==> config.mk <==
export PLATFORM = sky130hd
export DESIGN_NAME = ethlite_tx_ctrl
export DESIGN_NICKNAME = d
export VERILOG_FILES = /design/src/rtl/ethlite_tx_ctrl.sv
export SDC_FILE = /design/constraint.sdc
export NUM_CORES = 1
export LEC_CHECK = 0
export ABC_CLOCK_PERIOD_IN_PS = 3800
export BUFFER_PORTS_ARGS = -buffer_cell sky130_fd_sc_hd__buf_2
export CAP_MARGIN = 20
export CORE_UTILIZATION = 35
export CTS_BUF_LIST = sky130_fd_sc_hd__clkbuf_2
export CTS_CLUSTER_SIZE = 30
export DETAILED_ROUTE_END_ITERATION = 8
export PLACE_DENSITY_LB_ADDON = 0.12
export SLEW_MARGIN = 10
export SYNTH_ARGS = -nofsm -noshare
export SYNTH_HDL_FRONTEND = slang
export SYNTH_SLANG_ARGS = --single-unit
==> constraint.sdc <==
create_clock -name clk -period 3.8 [get_ports clk]
set_input_delay 1.14 -clock clk [delete_from_list [all_inputs] [get_ports clk]]
set_output_delay 1.14 -clock clk [all_outputs]
set_load 0.01 [all_outputs]
==> src/rtl/ethlite_tx_ctrl.sv <==
// -----------------------------------------------------------------------------
// ethlite_tx_ctrl
//
// AXI4-Lite master that pushes one frame through the Ethernet Lite TX ping
// buffer. A length command is accepted, the 32-bit payload words are written
// into the buffer one at a time, then the TX length register and the TX start
// bit are programmed. The control register is then polled until the core
// clears the start bit. The result is reported as a done or err pulse.
//
// Ports
//   clk, rst               system clock (same as s_axi_aclk), async active-low reset
//   cmd_valid/ready/len    frame command, length in bytes
//   s_valid/ready/data     payload words, little-endian (byte 0 in [7:0])
//   busy                   high from command accept until done/err
//   done, err              one-cycle completion pulses
//   err_code               1 = bad length, 2 = AXI response error, 3 = timeout;
//                          held until the next command
//   m_axi_*                AXI4-Lite master (AW, W, B, AR, R channels)
//
// Only a 32-bit data bus is supported. At most one AXI transaction is in
// flight, and the read and write channels are never active together.
// -----------------------------------------------------------------------------
module ethlite_tx_ctrl #(
  parameter int                          P_AXI_ADDR_WIDTH = 13,
  parameter int                          P_AXI_DATA_WIDTH = 32,
  parameter logic [P_AXI_ADDR_WIDTH-1:0] P_TX_BUF_ADDR    = 13'h0000,
  parameter logic [P_AXI_ADDR_WIDTH-1:0] P_TX_LEN_ADDR    = 13'h07F4,
  parameter logic [P_AXI_ADDR_WIDTH-1:0] P_TX_CTRL_ADDR   = 13'h07FC,
  parameter int                          P_MAX_LEN        = 1514,
  parameter int                          P_TIMEOUT        = 65535
) (
  input  logic                          clk,
  input  logic                          rst,
  input  logic                          cmd_valid,
  output logic                          cmd_ready,
  input  logic [10:0]                   cmd_len,
  input  logic                          s_valid,
  output logic                          s_ready,
  input  logic [31:0]                   s_data,
  output logic                          busy,
  output logic                          done,
  output logic                          err,
  output logic [1:0]                    err_code,
  output logic [P_AXI_ADDR_WIDTH-1:0]   m_axi_awaddr,
  output logic                          m_axi_awvalid,
  input  logic                          m_axi_awready,
  output logic [P_AXI_DATA_WIDTH-1:0]   m_axi_wdata,
  output logic [P_AXI_DATA_WIDTH/8-1:0] m_axi_wstrb,
  output logic                          m_axi_wvalid,
  input  logic                          m_axi_wready,
  input  logic [1:0]                    m_axi_bresp,
  input  logic                          m_axi_bvalid,
  output logic                          m_axi_bready,
  output logic [P_AXI_ADDR_WIDTH-1:0]   m_axi_araddr,
  output logic                          m_axi_arvalid,
  input  logic                          m_axi_arready,
  input  logic [P_AXI_DATA_WIDTH-1:0]   m_axi_rdata,
  input  logic [1:0]                    m_axi_rresp,
  input  logic                          m_axi_rvalid,
  output logic                          m_axi_rready
);

  localparam int          CNT_W   = (P_TIMEOUT > 1) ? $clog2(P_TIMEOUT) : 1;
  localparam logic [10:0] MAX_LEN = 11'(P_MAX_LEN);
  localparam logic [1:0]  ERR_LEN = 2'd1;
  localparam logic [1:0]  ERR_AXI = 2'd2;
  localparam logic [1:0]  ERR_TMO = 2'd3;

  typedef enum logic [2:0] {
    S_IDLE, S_GET, S_WR, S_RESP, S_POLL_AR, S_POLL_R, S_DONE, S_ERR
  } state_t;

  // Which register the write currently in flight targets.
  typedef enum logic [1:0] {PH_DATA, PH_LEN, PH_CTRL} phase_t;

  state_t           state;
  phase_t           phase;
  logic [10:0]      len_q;
  logic [9:0]       words_q;
  logic [9:0]       word_idx;
  logic [CNT_W-1:0] poll_cnt;
  logic [9:0]       cmd_words;

  // Only the busy bit of the control register matters.
  logic unused_rdata;
  assign unused_rdata = ^m_axi_rdata[P_AXI_DATA_WIDTH-1:1];

  // Round the byte count up to whole 32-bit words.
  assign cmd_words = 10'((12'(cmd_len) + 12'd3) >> 2);

  // NOTE: every register in this block uses non-blocking assignment so that
  // all decisions in a cycle see the values from the previous edge.
  always_ff @(posedge clk or negedge rst) begin
    if (!rst) begin
      state         <= S_IDLE;
      phase         <= PH_DATA;
      len_q         <= '0;
      words_q       <= '0;
      word_idx      <= '0;
      poll_cnt      <= '0;
      cmd_ready     <= 1'b0;
      s_ready       <= 1'b0;
      busy          <= 1'b0;
      done          <= 1'b0;
      err           <= 1'b0;
      err_code      <= '0;
      m_axi_awaddr  <= '0;
      m_axi_awvalid <= 1'b0;
      m_axi_wdata   <= '0;
      m_axi_wstrb   <= '0;
      m_axi_wvalid  <= 1'b0;
      m_axi_bready  <= 1'b0;
      m_axi_araddr  <= '0;
      m_axi_arvalid <= 1'b0;
      m_axi_rready  <= 1'b0;
    end else begin
      case (state)
        S_IDLE: begin
          done <= 1'b0;
          err  <= 1'b0;
          if (cmd_valid && cmd_ready) begin
            cmd_ready <= 1'b0;
            len_q     <= cmd_len;
            words_q   <= cmd_words;
            if (cmd_len == 11'd0 || cmd_len > MAX_LEN) begin
              // Rejected without touching the bus; cmd_ready returns after the pulse.
              err      <= 1'b1;
              err_code <= ERR_LEN;
            end else begin
              err_code <= '0;
              busy     <= 1'b1;
              word_idx <= '0;
              phase    <= PH_DATA;
              s_ready  <= 1'b1;
              state    <= S_GET;
            end
          end else begin
            cmd_ready <= 1'b1;
          end
        end

        S_GET: begin
          if (s_valid) begin
            s_ready       <= 1'b0;
            m_axi_wdata   <= P_AXI_DATA_WIDTH'(s_data);
            m_axi_awaddr  <= P_TX_BUF_ADDR + P_AXI_ADDR_WIDTH'({word_idx, 2'b00});
            m_axi_wstrb   <= '1;
            m_axi_awvalid <= 1'b1;
            m_axi_wvalid  <= 1'b1;
            state         <= S_WR;
          end
        end

        // AW and W complete independently; leave once both have handshaked.
        S_WR: begin
          if (m_axi_awvalid && m_axi_awready) m_axi_awvalid <= 1'b0;
          if (m_axi_wvalid && m_axi_wready)   m_axi_wvalid  <= 1'b0;
          if ((!m_axi_awvalid || m_axi_awready) && (!m_axi_wvalid || m_axi_wready)) begin
            m_axi_bready <= 1'b1;
            state        <= S_RESP;
          end
        end

        S_RESP: begin
          if (m_axi_bvalid) begin
            m_axi_bready <= 1'b0;
            if (m_axi_bresp != 2'b00) begin
              busy     <= 1'b0;
              err      <= 1'b1;
              err_code <= ERR_AXI;
              state    <= S_ERR;
            end else begin
              case (phase)
                PH_DATA: begin
                  if (word_idx + 10'd1 < words_q) begin
                    word_idx <= word_idx + 10'd1;
                    s_ready  <= 1'b1;
                    state    <= S_GET;
                  end else begin
                    phase         <= PH_LEN;
                    m_axi_awaddr  <= P_TX_LEN_ADDR;
                    m_axi_wdata   <= P_AXI_DATA_WIDTH'(len_q);
                    m_axi_awvalid <= 1'b1;
                    m_axi_wvalid  <= 1'b1;
                    state         <= S_WR;
                  end
                end
                PH_LEN: begin
                  phase         <= PH_CTRL;
                  m_axi_awaddr  <= P_TX_CTRL_ADDR;
                  m_axi_wdata   <= P_AXI_DATA_WIDTH'(1);
                  m_axi_awvalid <= 1'b1;
                  m_axi_wvalid  <= 1'b1;
                  state         <= S_WR;
                end
                default: begin
                  poll_cnt      <= '0;
                  m_axi_araddr  <= P_TX_CTRL_ADDR;
                  m_axi_arvalid <= 1'b1;
                  state         <= S_POLL_AR;
                end
              endcase
            end
          end
        end

        S_POLL_AR: begin
          if (m_axi_arready) begin
            m_axi_arvalid <= 1'b0;
            m_axi_rready  <= 1'b1;
            state         <= S_POLL_R;
          end
        end

        S_POLL_R: begin
          if (m_axi_rvalid) begin
            m_axi_rready <= 1'b0;
            if (m_axi_rresp != 2'b00) begin
              busy     <= 1'b0;
              err      <= 1'b1;
              err_code <= ERR_AXI;
              state    <= S_ERR;
            end else if (!m_axi_rdata[0]) begin
              busy  <= 1'b0;
              done  <= 1'b1;
              state <= S_DONE;
            end else if (poll_cnt == CNT_W'(P_TIMEOUT - 1)) begin
              busy     <= 1'b0;
              err      <= 1'b1;
              err_code <= ERR_TMO;
              state    <= S_ERR;
            end else begin
              poll_cnt      <= poll_cnt + 1'b1;
              m_axi_arvalid <= 1'b1;
              state         <= S_POLL_AR;
            end
          end
        end

        // The pulse was raised on entry; drop it and reopen for commands.
        default: begin
          done      <= 1'b0;
          err       <= 1'b0;
          cmd_ready <= 1'b1;
          state     <= S_IDLE;
        end
      endcase
    end
  end

endmodule

Word level (Yosys, flattened, before mapping)
Index checks and enable logic that the tools add are counted.
{"block": "totals", "ff_bits": 111, "input_bits": 88, "word_cells": 216}
{"block": "classes", "n_addsub": 3, "order_cmp": 2, "eq_ne": 30, "mux": 111, "bitwise": 4, "reduce_logical": 45}
{"cell": "$mux 32", "count": 4}
{"cell": "$pmux 32 s2", "count": 2}
{"cell": "$mux 16", "count": 7}
{"cell": "$mux 10", "count": 6}
{"cell": "$mux 13", "count": 4}
{"cell": "$pmux 13 s2", "count": 2}
{"cell": "$reduce_and 7->1", "count": 7}
{"cell": "$mux 1", "count": 44}
{"cell": "$ne 2x2->1 const B", "count": 18}
{"cell": "$mux 2", "count": 16}
{"cell": "$pmux 16 s2", "count": 1}
{"cell": "$mux 3", "count": 8}
{"cell": "$pmux 10 s2", "count": 1}
{"cell": "$pmux 3 s6", "count": 1}
{"cell": "$add 16x1->16 const B", "count": 1}
{"cell": "$eq 16x16->1 const B", "count": 1}
{"cell": "$reduce_and 8->1", "count": 2}
{"cell": "$pmux 1 s3", "count": 5}
{"cell": "$reduce_bool 2->1", "count": 7}
{"cell": "$add 11x2->12 const B", "count": 1}
{"cell": "$ne 3x3->1 const B", "count": 4}
{"cell": "$reduce_and 6->1", "count": 2}
{"cell": "$reduce_bool 3->1", "count": 4}
{"cell": "$gt 11x11->1 const B", "count": 1}
{"cell": "other kinds (27)", "count": 46}

Longest topological paths before layout
{"block": "logic_depth", "ltp_word": 7, "depth_mapped": 15, "depth_no_buf": 11}

Least setup slack after synthesis
No wires, ideal clock.
{"block": "synth_path", "path_type": "register to register", "startpoint": "reg word_idx[0]", "endpoint": "reg m_axi_wdata[15]", "setup_ns": 0.132, "arrival_ns": 3.115, "slack_ns": 0.553, "path_stages_with_launch": 15, "path_buffers": 3, "period_less_slack_ns": 3.247, "path_cell_list": "dfrtp_1 ha_1 nand3_1 or3_1 xnor2_1 ha_1 and4_1 o211a_1 a2111oi_4 or4b_1 buf_2 buf_6 buf_6 nand2_1 o21ai_1"}
{"block": "synth_between", "elab_chain_cells": 4}
{"element": "from (decl)", "line_no": "80", "rtl": "logic [9:0] word_idx;"}
{"element": "from (signal assigned)", "line_no": "176", "rtl": "word_idx <= word_idx + 10'd1;"}
{"element": "$add 10x1->10", "line_no": "175", "rtl": "if (word_idx + 10'd1 < words_q) begin"}
{"element": "$lt 10x10->1", "line_no": "175"}
{"element": "$ne 3x3->1 (no line)"}
{"element": "$reduce_and 6->1 (no line)"}
{"element": "to (signal assigned)", "line_no": "145", "rtl": "m_axi_wdata <= P_AXI_DATA_WIDTH'(s_data);"}
{"element": "to (signal assigned)", "line_no": "182", "rtl": "m_axi_wdata <= P_AXI_DATA_WIDTH'(len_q);"}
{"element": "to (decl)", "line_no": "47", "rtl": "output logic [P_AXI_DATA_WIDTH-1:0] m_axi_wdata,"}
No other way between the ends.
A chain may end at the register's enable or synchronous reset.

Final worst setup path
{"block": "layout_path", "startpoint": "reg word_idx[1]", "endpoint": "reg word_idx[0]"}
{"block": "layout_between", "elab_chain_cells": 4}
{"element": "$add 10x1->10", "line_no": "175"}
{"element": "$lt 10x10->1", "line_no": "175"}
{"element": "$ne 2x2->1 (no line)"}
{"element": "$reduce_and 7->1 (no line)"}
No other way between the ends.

==> reports/qor.txt <==
Post-synth EDFFs - 0
first-pass GRT wire length - 24160 um
Synth Warn # - 0
largest net degree at the start of global routing - 87
required time worst endpoint - 4.34 ns
RePlAce Congestion - 0.8154
Initial Util - 36.04%
CTS Buf Count - 9
Wirelength per Cell - 15.55 um
CP endpoint kind - flop
DR pass1 iterations - 4
Rows - 46
leading area contributor after synthesis - dfrtp_1
IO Count - 162
Setup Skew - 0.03214 ns
Post-layout nets - 847
drc violations - 0
cts hold-fix bufs - 0
CTS Buffer Depth - 2
RSZ-0062 raised after global routing - no
Clock transition at path regs - 0.32 ns
worst slack, placed - 0.2795 ns
Synth top area share - 46.86%
period utilisation layout - 92.62%
CTS tree - yes
Peak VDD IR - 0.2883 mV
Finished Layout Cells - 969
Routed WL - 15070 um
ranking of synthesized cells by area - dfrtp_1, nand2_1, o21ai_1
H-tree levels - 3
setup ws final - 0.2805 ns
total power - 0.004347 W
Slew HR - 39.59%
Synth cell types - 63
Post-CTS Setup Inserts - 0
Async SR Flop Fraction - 100.0%
initial antenna violation count - 1
Final Hold Fails - 0
Syn Std Cell Area - 5767 um2
Syn Area/Cell - 8.899 um2
Arr. time, crit path - 4.06 ns
crit path launch type - flop
GRT Overall Usage - 18.52%
setup tns final - 0 ns
Pleak - 3.209 nW
combinational share of power - 47.1%
Die Wd - 130.4 um
cells after synthesis - 648
Vias - 4894
CP Class - flop to flop
GRT overflow - 0
I/O Buffers - 123
max cap viols - 0
P per Cell Area - 660.1 nW/um2
die area - 16990 um2
top-count cell post-synth - nand2_1
Clk Latency, worst-skew pair - 0.63 ns
worst-path maximum fanout - 10
DRT iter0 DRCs - 322
post-cts sizing count - 0
Final Max Tran Viols - 0
core area - 16000 um2
sw power - 0.001951 W
placed insts - 952
switching share of power - 44.88%
layout cells sized above 1 - 22.61%
post-synthesis sequential area ratio - 46.86%
hpwl dp - 11030 um
fin crit period - 3.519 ns
Worst Hold Class - input pin to asynchronous set/reset pin
Synth Register Bits - 108
Avg Vias per Cell - 5.051
achievable frequency - 284.1 MHz
root buffer cell - clkbuf_2
area grow syn2layout - 14.21%
Flop pwr share - 41.2%
ANT nets after route - 0
Internal - 0.002396 W
Slew @ Worst Pin - 0.8987 ns
outcome - finished, final reports clean
ys flop type - dfrtp_1
clock group share of total power - 11.7%
# setup viols final - 0
vias in the first global route - 4691
die height - 130.4 um
Post-synth top cells - nand2_1, dfrtp_1, o21ai_1
Clock Sinks - 108
==> power by group through the flow <==
stage	logic [W]	registers, W	clock network [W]
6_report	0.00205	0.00179	0.000510
3_3_place_gp	0.00204	0.00181	0
5_1_grt	0.00233	0.00185	0.000577
3_5_place_dp	0.00207	0.00183	0
4_1_cts	0.00208	0.00180	0.000535
2_1_floorplan	0.00139	0.00184	0
==> area by class of cell <==
type,instances,area (um2)
fill,1723,9414
multi-input combinational,476,2721
sequential,108,2703
timing repair buffer,134,725.7
tap,216,270.3
inverter,18,67.56
clock buffer,10,50.05
clock inverter,6,46.29
antenna,1,2.502
==> metrics by stage <==
step	hold slack, ns	utilization (%)	cell area (um2)
detailed placement	0.4560	40.55	6487
floorplan	0.4374	-	5789
CTS	0.4332	41.15	6584
global route	0.4216	41.16	6586
finish	0.4617	41.16	6586
global placement	0.4548	40.55	6487
==> flip-flops by register name (all words and copies together) (netlist names), 2 cells and up <==
register,cells
poll_cnt,16
state,3
m_axi_wdata,32
err_code,2
word_idx,10
m_axi_awaddr,10
len_q,11
phase,2
words_q,10
==> cell usage in the layout (no fill, tap or decap), drive strengths merged, types with 4 or more instances in the layout <==
master  netlist  layout
conb          1       7
nand2       136     136
buf          32     134
nand2b        4       4
a211oi        5       5
o31ai         7       7
mux2          4       4
inv          18      21
a31oi         6       6
xnor2         9       9
xor2         13      13
nor2         40      40
nor3         11      11
nand4         6       6
clkbuf       20      10
or3           5       5
and4          5       5
nor4          4       4
dfrtp       108     108
nand3        19      19
o21ai        69      69
ha           12      12
a21oi        40      40
a22o          7       7
and3         18      18
or4           4       4
==> worst max-delay path, stage by stage (launching register included) <==
cell      delay (ns)
dfrtp_1         0.48
ha_1            0.28
nand3_1         0.16
or3_1           0.41
xnor2_1         0.23
ha_1            0.28
and4_1          0.25
o211a_1         0.17
a211o_1         0.30
o22ai_1         0.22
o311ai_2        0.31
mux2_2          0.36
==> per-layer routing <==
layer | track usage (%) | vias to the layer above | wire (um)
met1 | 25.55 | 2307 | 7307
met3 | 4.633 | 12 | 957
met2 | 29.13 | 147 | 6659
met4 | 4.395 | 0 | 147
li1 | - | 2428 | -
met5 | 0 | - | 0
==> final timing paths <==
check,startpoint,to,slack (ns),depth (start not counted)
worst max-delay path,word_idx[1],word_idx[0],0.28,11
worst min-delay path,rst,m_axi_awaddr[5],0.46,1
worst max register to register,word_idx[1],word_idx[0],0.28,11
worst min register to register,len_q[9],len_q[9],0.51,2
max in group asynchronous,rst,len_q[10],2.57,2
min in group clk,len_q[9],len_q[9],0.51,2
==> logic make-up after synthesis <==
logic type,count (synthesis),share of synthesized area [%]
AOI/OAI and AO/OA,163,17.84
xor gates and xnor gates,22,3.341
buffers and inverters,70,6.596
DFF,108,46.86
other,1,0.06503
muxes,4,0.7810
and+or+nand+nor,268,21.91
adders and majority gates,12,2.604
Power figures use the tool's default switching activity.
